===== src/rtl/mesh_xy_router_pkg.sv =====
// Shared definitions for the XY mesh router: port indices, hop-field
// widths and helpers that read and decrement a 3-bit {dir, count} field.
package router_pkg;

  localparam int NUM_PORTS = 5;
  localparam int HOP_W     = 2;

  // Port index order also defines round-robin priority order.
  typedef enum logic [2:0] {
    P_W  = 3'd0,
    P_E  = 3'd1,
    P_N  = 3'd2,
    P_S  = 3'd3,
    P_PE = 3'd4
  } port_e;

  // Remaining hop count of a {dir, count} field.
  function automatic logic [HOP_W-1:0] hop_count(input logic [HOP_W:0] fld);
    return fld[HOP_W-1:0];
  endfunction

  // Direction bit of a {dir, count} field.
  function automatic logic hop_dir(input logic [HOP_W:0] fld);
    return fld[HOP_W];
  endfunction

  // One hop consumed: count minus one, direction bit untouched.
  function automatic logic [HOP_W:0] hop_dec(input logic [HOP_W:0] fld);
    return {fld[HOP_W], fld[HOP_W-1:0] - HOP_W'(1)};
  endfunction

endpackage


===== src/rtl/mesh_xy_router_rr_arbiter5.sv =====
// Five-way round-robin arbiter. The search starts at the pointer; after a
// grant the pointer moves just past the winner so it gets lowest priority.
module rr_arbiter5
  import router_pkg::*;
(
  input  logic                 clk,
  input  logic                 rst,
  input  logic [NUM_PORTS-1:0] req_i,
  input  logic                 en_i,
  output logic [NUM_PORTS-1:0] gnt_o
);

  logic [2:0]           ptr_q;
  logic [2:0]           ptr_d;
  logic [NUM_PORTS-1:0] rot_s;
  logic [3:0]           idx_s;
  logic [3:0]           sum_s;
  logic [2:0]           off_s;
  logic [2:0]           win_s;
  logic                 found_s;

  // Rotate requests so bit 0 is the requester at the pointer, then pick the
  // first set bit and map it back to an absolute port index.
  always_comb begin
    rot_s = '0;
    idx_s = 4'd0;
    for (int k = 0; k < NUM_PORTS; k++) begin
      idx_s = {1'b0, ptr_q} + 4'(k);
      if (idx_s >= 4'd5) begin
        idx_s = idx_s - 4'd5;
      end else begin
        idx_s = idx_s;
      end
      rot_s[k] = req_i[idx_s[2:0]];
    end
    found_s = |rot_s;
    off_s   = 3'd0;
    for (int k = NUM_PORTS - 1; k >= 0; k--) begin
      if (rot_s[k]) begin
        off_s = 3'(k);
      end else begin
        off_s = off_s;
      end
    end
    sum_s = {1'b0, ptr_q} + {1'b0, off_s};
    if (sum_s >= 4'd5) begin
      win_s = 3'(sum_s - 4'd5);
    end else begin
      win_s = sum_s[2:0];
    end
  end

  // Grant and next pointer; nothing moves when the output cannot accept.
  always_comb begin
    if (en_i && found_s) begin
      gnt_o = 5'b00001 << win_s;
      ptr_d = (win_s == 3'd4) ? 3'd0 : win_s + 3'd1;
    end else begin
      gnt_o = 5'b00000;
      ptr_d = ptr_q;
    end
  end

  // Pointer register.
  always_ff @(posedge clk) begin
    if (rst) begin
      ptr_q <= 3'd0;
    end else begin
      ptr_q <= ptr_d;
    end
  end

endmodule


===== src/rtl/mesh_xy_router.sv =====
// Five-port XY dimension-order mesh router: 2-entry FIFO per input, route
// computed on each FIFO head, one registered output plus round-robin
// arbiter per output.
module mesh_xy_router
  import router_pkg::*;
#(
  parameter int WIDTH     = 15,
  parameter int X_HOP_LOC = 4,
  parameter int Y_HOP_LOC = 7,
  parameter int NODE_NUM  = 0
) (
  input  logic             clk,
  input  logic             rst,
  input  logic [WIDTH-1:0] w_in_data,
  input  logic             w_in_valid,
  output logic             w_in_ready,
  output logic [WIDTH-1:0] w_out_data,
  output logic             w_out_valid,
  input  logic             w_out_ready,
  input  logic [WIDTH-1:0] e_in_data,
  input  logic             e_in_valid,
  output logic             e_in_ready,
  output logic [WIDTH-1:0] e_out_data,
  output logic             e_out_valid,
  input  logic             e_out_ready,
  input  logic [WIDTH-1:0] n_in_data,
  input  logic             n_in_valid,
  output logic             n_in_ready,
  output logic [WIDTH-1:0] n_out_data,
  output logic             n_out_valid,
  input  logic             n_out_ready,
  input  logic [WIDTH-1:0] s_in_data,
  input  logic             s_in_valid,
  output logic             s_in_ready,
  output logic [WIDTH-1:0] s_out_data,
  output logic             s_out_valid,
  input  logic             s_out_ready,
  input  logic [WIDTH-1:0] pe_in_data,
  input  logic             pe_in_valid,
  output logic             pe_in_ready,
  output logic [WIDTH-1:0] pe_out_data,
  output logic             pe_out_valid,
  input  logic             pe_out_ready
);

  // Node id is informational only; the empty block just anchors the name.
  if (NODE_NUM >= 0) begin : g_node_tag
  end

  logic [WIDTH-1:0]     in_data_s   [NUM_PORTS];
  logic [NUM_PORTS-1:0] in_valid_s;
  logic [NUM_PORTS-1:0] out_ready_s;

  logic [WIDTH-1:0]     fifo_mem_q  [NUM_PORTS][2];
  logic [NUM_PORTS-1:0] rd_ptr_q;
  logic [NUM_PORTS-1:0] wr_ptr_q;
  logic [1:0]           count_q     [NUM_PORTS];
  logic [1:0]           count_d     [NUM_PORTS];
  logic [NUM_PORTS-1:0] in_ready_q;
  logic [NUM_PORTS-1:0] in_ready_d;
  logic [NUM_PORTS-1:0] push_s;
  logic [NUM_PORTS-1:0] pop_s;
  logic [NUM_PORTS-1:0] not_empty_s;
  logic [WIDTH-1:0]     head_s      [NUM_PORTS];

  logic [HOP_W:0]       x_fld_s     [NUM_PORTS];
  logic [HOP_W:0]       y_fld_s     [NUM_PORTS];
  logic [WIDTH-1:0]     rw_flit_s   [NUM_PORTS];
  port_e                route_s     [NUM_PORTS];

  logic [NUM_PORTS-1:0] req_s       [NUM_PORTS];
  logic [NUM_PORTS-1:0] gnt_s       [NUM_PORTS];
  logic [NUM_PORTS-1:0] arb_en_s;

  logic [NUM_PORTS-1:0] out_valid_q;
  logic [NUM_PORTS-1:0] out_valid_d;
  logic [WIDTH-1:0]     out_data_q  [NUM_PORTS];
  logic [WIDTH-1:0]     out_data_d  [NUM_PORTS];

  assign in_data_s[P_W]  = w_in_data;
  assign in_data_s[P_E]  = e_in_data;
  assign in_data_s[P_N]  = n_in_data;
  assign in_data_s[P_S]  = s_in_data;
  assign in_data_s[P_PE] = pe_in_data;
  assign in_valid_s  = {pe_in_valid, s_in_valid, n_in_valid, e_in_valid, w_in_valid};
  assign out_ready_s = {pe_out_ready, s_out_ready, n_out_ready, e_out_ready, w_out_ready};

  assign w_in_ready  = in_ready_q[P_W];
  assign e_in_ready  = in_ready_q[P_E];
  assign n_in_ready  = in_ready_q[P_N];
  assign s_in_ready  = in_ready_q[P_S];
  assign pe_in_ready = in_ready_q[P_PE];

  assign w_out_data  = out_data_q[P_W];
  assign e_out_data  = out_data_q[P_E];
  assign n_out_data  = out_data_q[P_N];
  assign s_out_data  = out_data_q[P_S];
  assign pe_out_data = out_data_q[P_PE];
  assign {pe_out_valid, s_out_valid, n_out_valid, e_out_valid, w_out_valid} = out_valid_q;

  // FIFO status: push only when advertised ready, head is the read slot.
  always_comb begin
    for (int p = 0; p < NUM_PORTS; p++) begin
      push_s[p]      = in_valid_s[p] && in_ready_q[p];
      not_empty_s[p] = (count_q[p] != 2'd0);
      head_s[p]      = fifo_mem_q[p][rd_ptr_q[p]];
    end
  end

  // XY route of each head flit and the flit rewritten for the next hop.
  always_comb begin
    for (int p = 0; p < NUM_PORTS; p++) begin
      x_fld_s[p]   = head_s[p][X_HOP_LOC +: (HOP_W + 1)];
      y_fld_s[p]   = head_s[p][Y_HOP_LOC +: (HOP_W + 1)];
      rw_flit_s[p] = head_s[p];
      route_s[p]   = P_PE;
      if (hop_count(x_fld_s[p]) != 2'd0) begin
        route_s[p] = hop_dir(x_fld_s[p]) ? P_W : P_E;
        rw_flit_s[p][X_HOP_LOC +: (HOP_W + 1)] = hop_dec(x_fld_s[p]);
      end else if (hop_count(y_fld_s[p]) != 2'd0) begin
        route_s[p] = hop_dir(y_fld_s[p]) ? P_S : P_N;
        rw_flit_s[p][Y_HOP_LOC +: (HOP_W + 1)] = hop_dec(y_fld_s[p]);
      end else begin
        route_s[p] = P_PE;
      end
    end
  end

  // Request matrix: output o sees every non-empty input whose head routes to o.
  always_comb begin
    for (int o = 0; o < NUM_PORTS; o++) begin
      for (int p = 0; p < NUM_PORTS; p++) begin
        req_s[o][p] = not_empty_s[p] && (int'(route_s[p]) == o);
      end
    end
  end

  for (genvar o = 0; o < NUM_PORTS; o++) begin : g_arb
    assign arb_en_s[o] = !out_valid_q[o] || out_ready_s[o];
    rr_arbiter5 u_arb (
      .clk   (clk),
      .rst   (rst),
      .req_i (req_s[o]),
      .en_i  (arb_en_s[o]),
      .gnt_o (gnt_s[o])
    );
  end

  // Pop an input when any output granted it; each head targets one output.
  always_comb begin
    pop_s = '0;
    for (int o = 0; o < NUM_PORTS; o++) begin
      for (int p = 0; p < NUM_PORTS; p++) begin
        pop_s[p] = pop_s[p] | gnt_s[o][p];
      end
    end
  end

  // Occupancy after this edge; ready is registered from it.
  always_comb begin
    for (int p = 0; p < NUM_PORTS; p++) begin
      count_d[p]    = count_q[p] + {1'b0, push_s[p]} - {1'b0, pop_s[p]};
      in_ready_d[p] = (count_d[p] != 2'd2);
    end
  end

  // Output register next state: load winner, else drain, else hold.
  always_comb begin
    for (int o = 0; o < NUM_PORTS; o++) begin
      out_data_d[o] = out_data_q[o];
      if (out_valid_q[o] && out_ready_s[o]) begin
        out_valid_d[o] = 1'b0;
      end else begin
        out_valid_d[o] = out_valid_q[o];
      end
      for (int p = 0; p < NUM_PORTS; p++) begin
        if (gnt_s[o][p]) begin
          out_valid_d[o] = 1'b1;
          out_data_d[o]  = rw_flit_s[p];
        end else begin
          out_data_d[o]  = out_data_d[o];
        end
      end
    end
  end

  // Input FIFO storage, pointers, occupancy and ready.
  always_ff @(posedge clk) begin
    if (rst) begin
      rd_ptr_q   <= '0;
      wr_ptr_q   <= '0;
      in_ready_q <= '1;
      for (int p = 0; p < NUM_PORTS; p++) begin
        count_q[p] <= 2'd0;
      end
    end else begin
      in_ready_q <= in_ready_d;
      rd_ptr_q   <= rd_ptr_q ^ pop_s;
      wr_ptr_q   <= wr_ptr_q ^ push_s;
      for (int p = 0; p < NUM_PORTS; p++) begin
        count_q[p] <= count_d[p];
        if (push_s[p]) begin
          fifo_mem_q[p][wr_ptr_q[p]] <= in_data_s[p];
        end
      end
    end
  end

  // Output registers.
  always_ff @(posedge clk) begin
    if (rst) begin
      out_valid_q <= '0;
      for (int o = 0; o < NUM_PORTS; o++) begin
        out_data_q[o] <= '0;
      end
    end else begin
      out_valid_q <= out_valid_d;
      for (int o = 0; o < NUM_PORTS; o++) begin
        out_data_q[o] <= out_data_d[o];
      end
    end
  end

endmodule


===== config.mk =====
export PLATFORM = sky130hd
export DESIGN_NAME = mesh_xy_router
export DESIGN_NICKNAME = d
export VERILOG_FILES = /design/src/rtl/mesh_xy_router_pkg.sv /design/src/rtl/mesh_xy_router_rr_arbiter5.sv /design/src/rtl/mesh_xy_router.sv
export SDC_FILE = /design/constraint.sdc
export NUM_CORES = 1
export LEC_CHECK = 0
export ABC_AREA = 1
export ABC_CLOCK_PERIOD_IN_PS = 16650
export BUFFER_PORTS_ARGS = -buffer_cell sky130_fd_sc_hd__buf_2
export CORE_UTILIZATION = 45
export CTS_BUF_LIST = sky130_fd_sc_hd__clkbuf_8
export CTS_CLUSTER_SIZE = 40
export DETAILED_ROUTE_END_ITERATION = 12
export SLEW_MARGIN = 5
export SYNTH_ARGS = -nofsm -noshare
export SYNTH_HDL_FRONTEND = slang
export SYNTH_SLANG_ARGS = --single-unit

===== constraint.sdc =====
create_clock -name clk -period 16.65 [get_ports clk]
set_clock_uncertainty 0.2 [all_clocks]
set_input_delay 2.4975 -clock clk [delete_from_list [all_inputs] [get_ports clk]]
set_output_delay 2.4975 -clock clk [all_outputs]
set_load 0.05 [all_outputs]

==> impl_metrics.csv <==
group,metric,value,unit
grt,gr-total-overflow,0,
detailed_routing,drt_first_pass_iters,6,
worst_setup_path,cp_max_fo,18,
sta,final_min_period_over_clock_period,0.4669,
sta,timing.max_slew.rel_slack,0.1043,
logic_synthesis,synth.ff_latch_count,270,
final_layout,nets,3065,
hold_path,worstHoldStart,"out_data_q[0][38]",
logic_synthesis,synth_area_per_inst,7.093,um2
grt,maximum_number_of_pins_on_one_net_before_global_route_repair,51,
clock_network,clock_sinks,270,
final_layout,layoutNonFillerInstCount,3491,
final_layout,drive_above_1_share,0.1383,
logic_synthesis,netlist.top_cell.by_area,"edfxtp_1",
worst_setup_path,cp-start-kind,"register",
clock_network,cts.htree.levels,2,
detailed_routing,detail_route.wl_per_cell,19.98,um
logic_synthesis,postSynthCellCount,2747,
sta,max_slew.worst_pin.slew,1.330,ns
clock_network,cts.repair.resized,0,
hold_path,whs_endpoint,"out_data_q[0][38]",
hold_path,min-delay-path-class,"reg -> reg",
final_layout,synthToLayoutAreaGrowth,10.47,%
final_layout,antennaDiodeCount,0,
placement,gp_congestion,1.081,
detailed_routing,routed_wl,69.73,mm
worst_setup_path,cp-end-kind,"register",
worst_setup_path,worst_setup_path_startpoint,"g_arb[4].u_arb.ptr_q[0]",
final_layout,layout.filler_cells,4203,
clock_network,clock_path_buffers,3,
worst_setup_path,regToRegStartpoint,"g_arb[4].u_arb.ptr_q[0]",
worst_setup_path,reg2reg_depth,36,
clock_network,tritoncts_buffers,47,
floorplan,die_height,210.1,um
logic_synthesis,share_of_flip_flops_with_an_asynchronous_set_or_reset_after_synthesis,0,
detailed_routing,drt_iter0_markers,2095,
sta,period_minus_slack,7.774,ns
floorplan,core-area,0.04232,mm2
placement,cells_after_dpl,3403,
worst_setup_path,worst_path_dominant_cell_family,"simple AND/OR/NAND/NOR gates",
sta,report.final.slew_viol_count,0,
grt,grt_usage,0.3132,
floorplan,start_util,0.4604,
floorplan,die_area,0.04413,mm2
clock_network,cts_setup_buffers,0,
logic_synthesis,synth_cell_types,54,
clock_network,cts_hold_buffers,0,
placement,place.detailed.hpwl,53.46,mm
detailed_routing,avgViaCountPerCell,5.529,
worst_setup_path,cp.arrival,8.10,ns
sta,fin_setup_tns,0,ns
worst_setup_path,cp.required,16.97,ns
floorplan,horizontal_die_dimension,210.1,um
worst_setup_path,path_class,"reg -> reg",
logic_synthesis,synthesis.yosys.warnings,0,
grt,global_route_wire_length_before_repair,105.0,mm
clock_network,clk_root_buffer_cell,"clkbuf_8",
worst_setup_path,r2r_setup_slack,8.88,ns
worst_setup_path,timing.critical_path.slowest_cell_delay,0.83,ns
sta,timing_hold_violations_final,0,
logic_synthesis,synth_area,0.01948,mm2
job,cap_violations,0,
worst_setup_path,worst_flop_to_flop_path_endpoint,"in_ready_q[2]",
grt,initial_antenna_violation_count,1,
sta,fmax,0.1286,GHz
detailed_routing,ant_nets,0,
grt,grt_pass1_vias,18100,
clock_network,clock_latency,0.64,ns
clock_network,clock_tree_from_tritoncts,"done",
detailed_routing,num_vias,19300,
logic_synthesis,synth_ff_type,"edfxtp_1",
hold_path,depth_of_the_worst_hold_timing_path,2,
worst_setup_path,crit_buf_inv,6,
sta,unrepaired_setup_endpoints_after_global_routing,"false",
logic_synthesis,synthesis.nets,2937,
status,run_status,"complete, no violations",
placement,port_buffers,171,
logic_synthesis,synth.top_cell.area_share,0.2312,
clock_network,cts.reportedPaths.clkPinSlew,0.06,ns
floorplan,placementRows,75,
floorplan,ios,172,
logic_synthesis,seq_area_frac_synth,0.3545,
detailed_routing,drt_drc_violations_left,0,
logic_synthesis,synth_edf_count,150,
worst_setup_path,crit_path_top_delay_cell,"nor2_1",
sta,setup_violations,0,
logic_synthesis,post_synth_main_area_contributors,"edfxtp_1 23%, nand2_1 14%, dfxtp_1 12%",
-- cell usage in the layout (no fill, tap or decap), drive strengths merged --
master	n
o21a	4
fa	10
nor2	191
ha	93
o211ai	15
or2	45
xnor2	7
o21ai	224
clkinv	12
a211oi	5
clkinvlp	4
o31ai	1
nor3	26
buf	194
dfxtp	120
mux2i	5
a31oi	9
bufinv	1
nand3	240
a21oi	169
o311ai	1
nand3b	16
edfxtp	150
nand2	738
a21o	1
a22oi	2
xor2	43
clkbuf	51
a21boi	1
nand2b	1
inv	426
nor4	4
o22ai	6
o21bai	1
nand4	98
-- metrics by stage --
stage / setup slack, ns / util / hold slack [ns] / area [um2]
finish: 8.876 / 0.5086 / 0.2618 / 21520
global route: 8.170 / 0.5086 / 0.2879 / 21520
CTS: 9.012 / 0.5086 / 0.2653 / 21520
detailed placement: 9.024 / 0.4875 / 0.2562 / 20630
global placement: 9.250 / 0.4875 / 0.2517 / 20630
floorplan: 10.39 / - / 0.2398 / 19480
-- per-layer routing --
| metal | global-route usage | up-vias | wire [um] |
|---|---|---|---|
| li1 | - | 9254 | - |
| met1 | 0.4184 | 9011 | 30040 |
| met2 | 0.4949 | 844 | 31070 |
| met3 | 0.05557 | 190 | 5447 |
| met4 | 0.1399 | 2 | 3167 |
| met5 | 0 | - | 13 |
-- state kept, by name (all words and copies together) (netlist names) --
register           cells
fifo_mem_q           150
rd_ptr_q               5
wr_ptr_q               5
out_valid_q            5
out_data_q            75
in_ready_q             5
g_arb.u_arb.ptr_q     15
count_q               10
-- area by class of cell --
| cell class | count | area (um2) | share of cell area |
|---|---|---|---|
| Multi-Input combinational cell | 1956 | 10430 | 0.4846 |
| Clock buffer | 51 | 701.9 | 0.03261 |
| Tap cell | 577 | 721.9 | 0.03354 |
| Clock inverter | 37 | 191.4 | 0.008894 |
| Timing Repair Buffer | 194 | 1031 | 0.04790 |
| Sequential cell | 270 | 6907 | 0.3209 |
| Inverter | 406 | 1541 | 0.07162 |
-- worst max-delay path by stage --
stage	end	slack [ns]	cells after the start
final	in_ready_q[2]	8.88	36
after global placement	in_ready_q[2]	9.25	32
after global routing	in_ready_q[1]	8.17	35
after floorplan	in_ready_q[1]	10.39	35
after detailed placement	in_ready_q[1]	9.02	34
after CTS	in_ready_q[1]	9.01	34
-- Yosys cell counts (3+ instances only) --
| master | count |
|---|---|
| or2_2 | 40 |
| nand3_4 | 3 |
| a211oi_1 | 5 |
| xor2_1 | 43 |
| nand2_1 | 720 |
| nor2_1 | 179 |
| clkbuf_1 | 46 |
| or2_1 | 3 |
| buf_1 | 6 |
| ha_1 | 93 |
| a21oi_2 | 7 |
| inv_2 | 23 |
| edfxtp_1 | 150 |
| nand3_2 | 8 |
| nand2_4 | 7 |
| buf_6 | 14 |
| o21ai_1 | 38 |
| nor2_4 | 5 |
| nand2_2 | 10 |
| o21ai_2 | 14 |
| o21ai_0 | 172 |
| a31oi_1 | 9 |
| xnor2_1 | 7 |
| o21a_1 | 4 |
| inv_4 | 7 |
| buf_4 | 13 |
| nand3_1 | 229 |
| nor2_2 | 5 |
| fa_1 | 10 |
| nand4_2 | 3 |
| inv_1 | 374 |
| mux2i_1 | 5 |
| nand3b_1 | 16 |
| nor3_2 | 7 |
| o22ai_1 | 6 |
| nor3_1 | 19 |
| a21oi_1 | 162 |
| dfxtp_1 | 120 |
| nand4_1 | 95 |
| nor4_1 | 4 |
| buf_2 | 34 |
| o211ai_1 | 15 |
-- tightest hold or removal path: cells and delay by family (launching register included) --
kind / cells / cell delay (ns)
AOI/OAI and AO/OA: 1 / 0.05
and+or+nand+nor: 1 / 0.06
DFF: 1 / 0.31
-- kinds of logic (layout without fill, tap and decap cells) --
| logic type | Yosys count | after routing | synth area share |
|---|---|---|---|
| muxes | 5 | 5 | 0.002569 |
| DFF | 270 | 270 | 0.3545 |
| and+or+nand+nor | 1359 | 1359 | 0.3168 |
| AOI/OAI and AO/OA | 439 | 439 | 0.1222 |
| buffers and inverters | 521 | 688 | 0.1115 |
| xor gates and xnor gates | 50 | 50 | 0.02248 |
| adders and majority gates | 103 | 103 | 0.07000 |
Power is left out: the tool's default activity adds up to more than one toggle a clock period on the data nets, which glitch-free logic cannot reach.
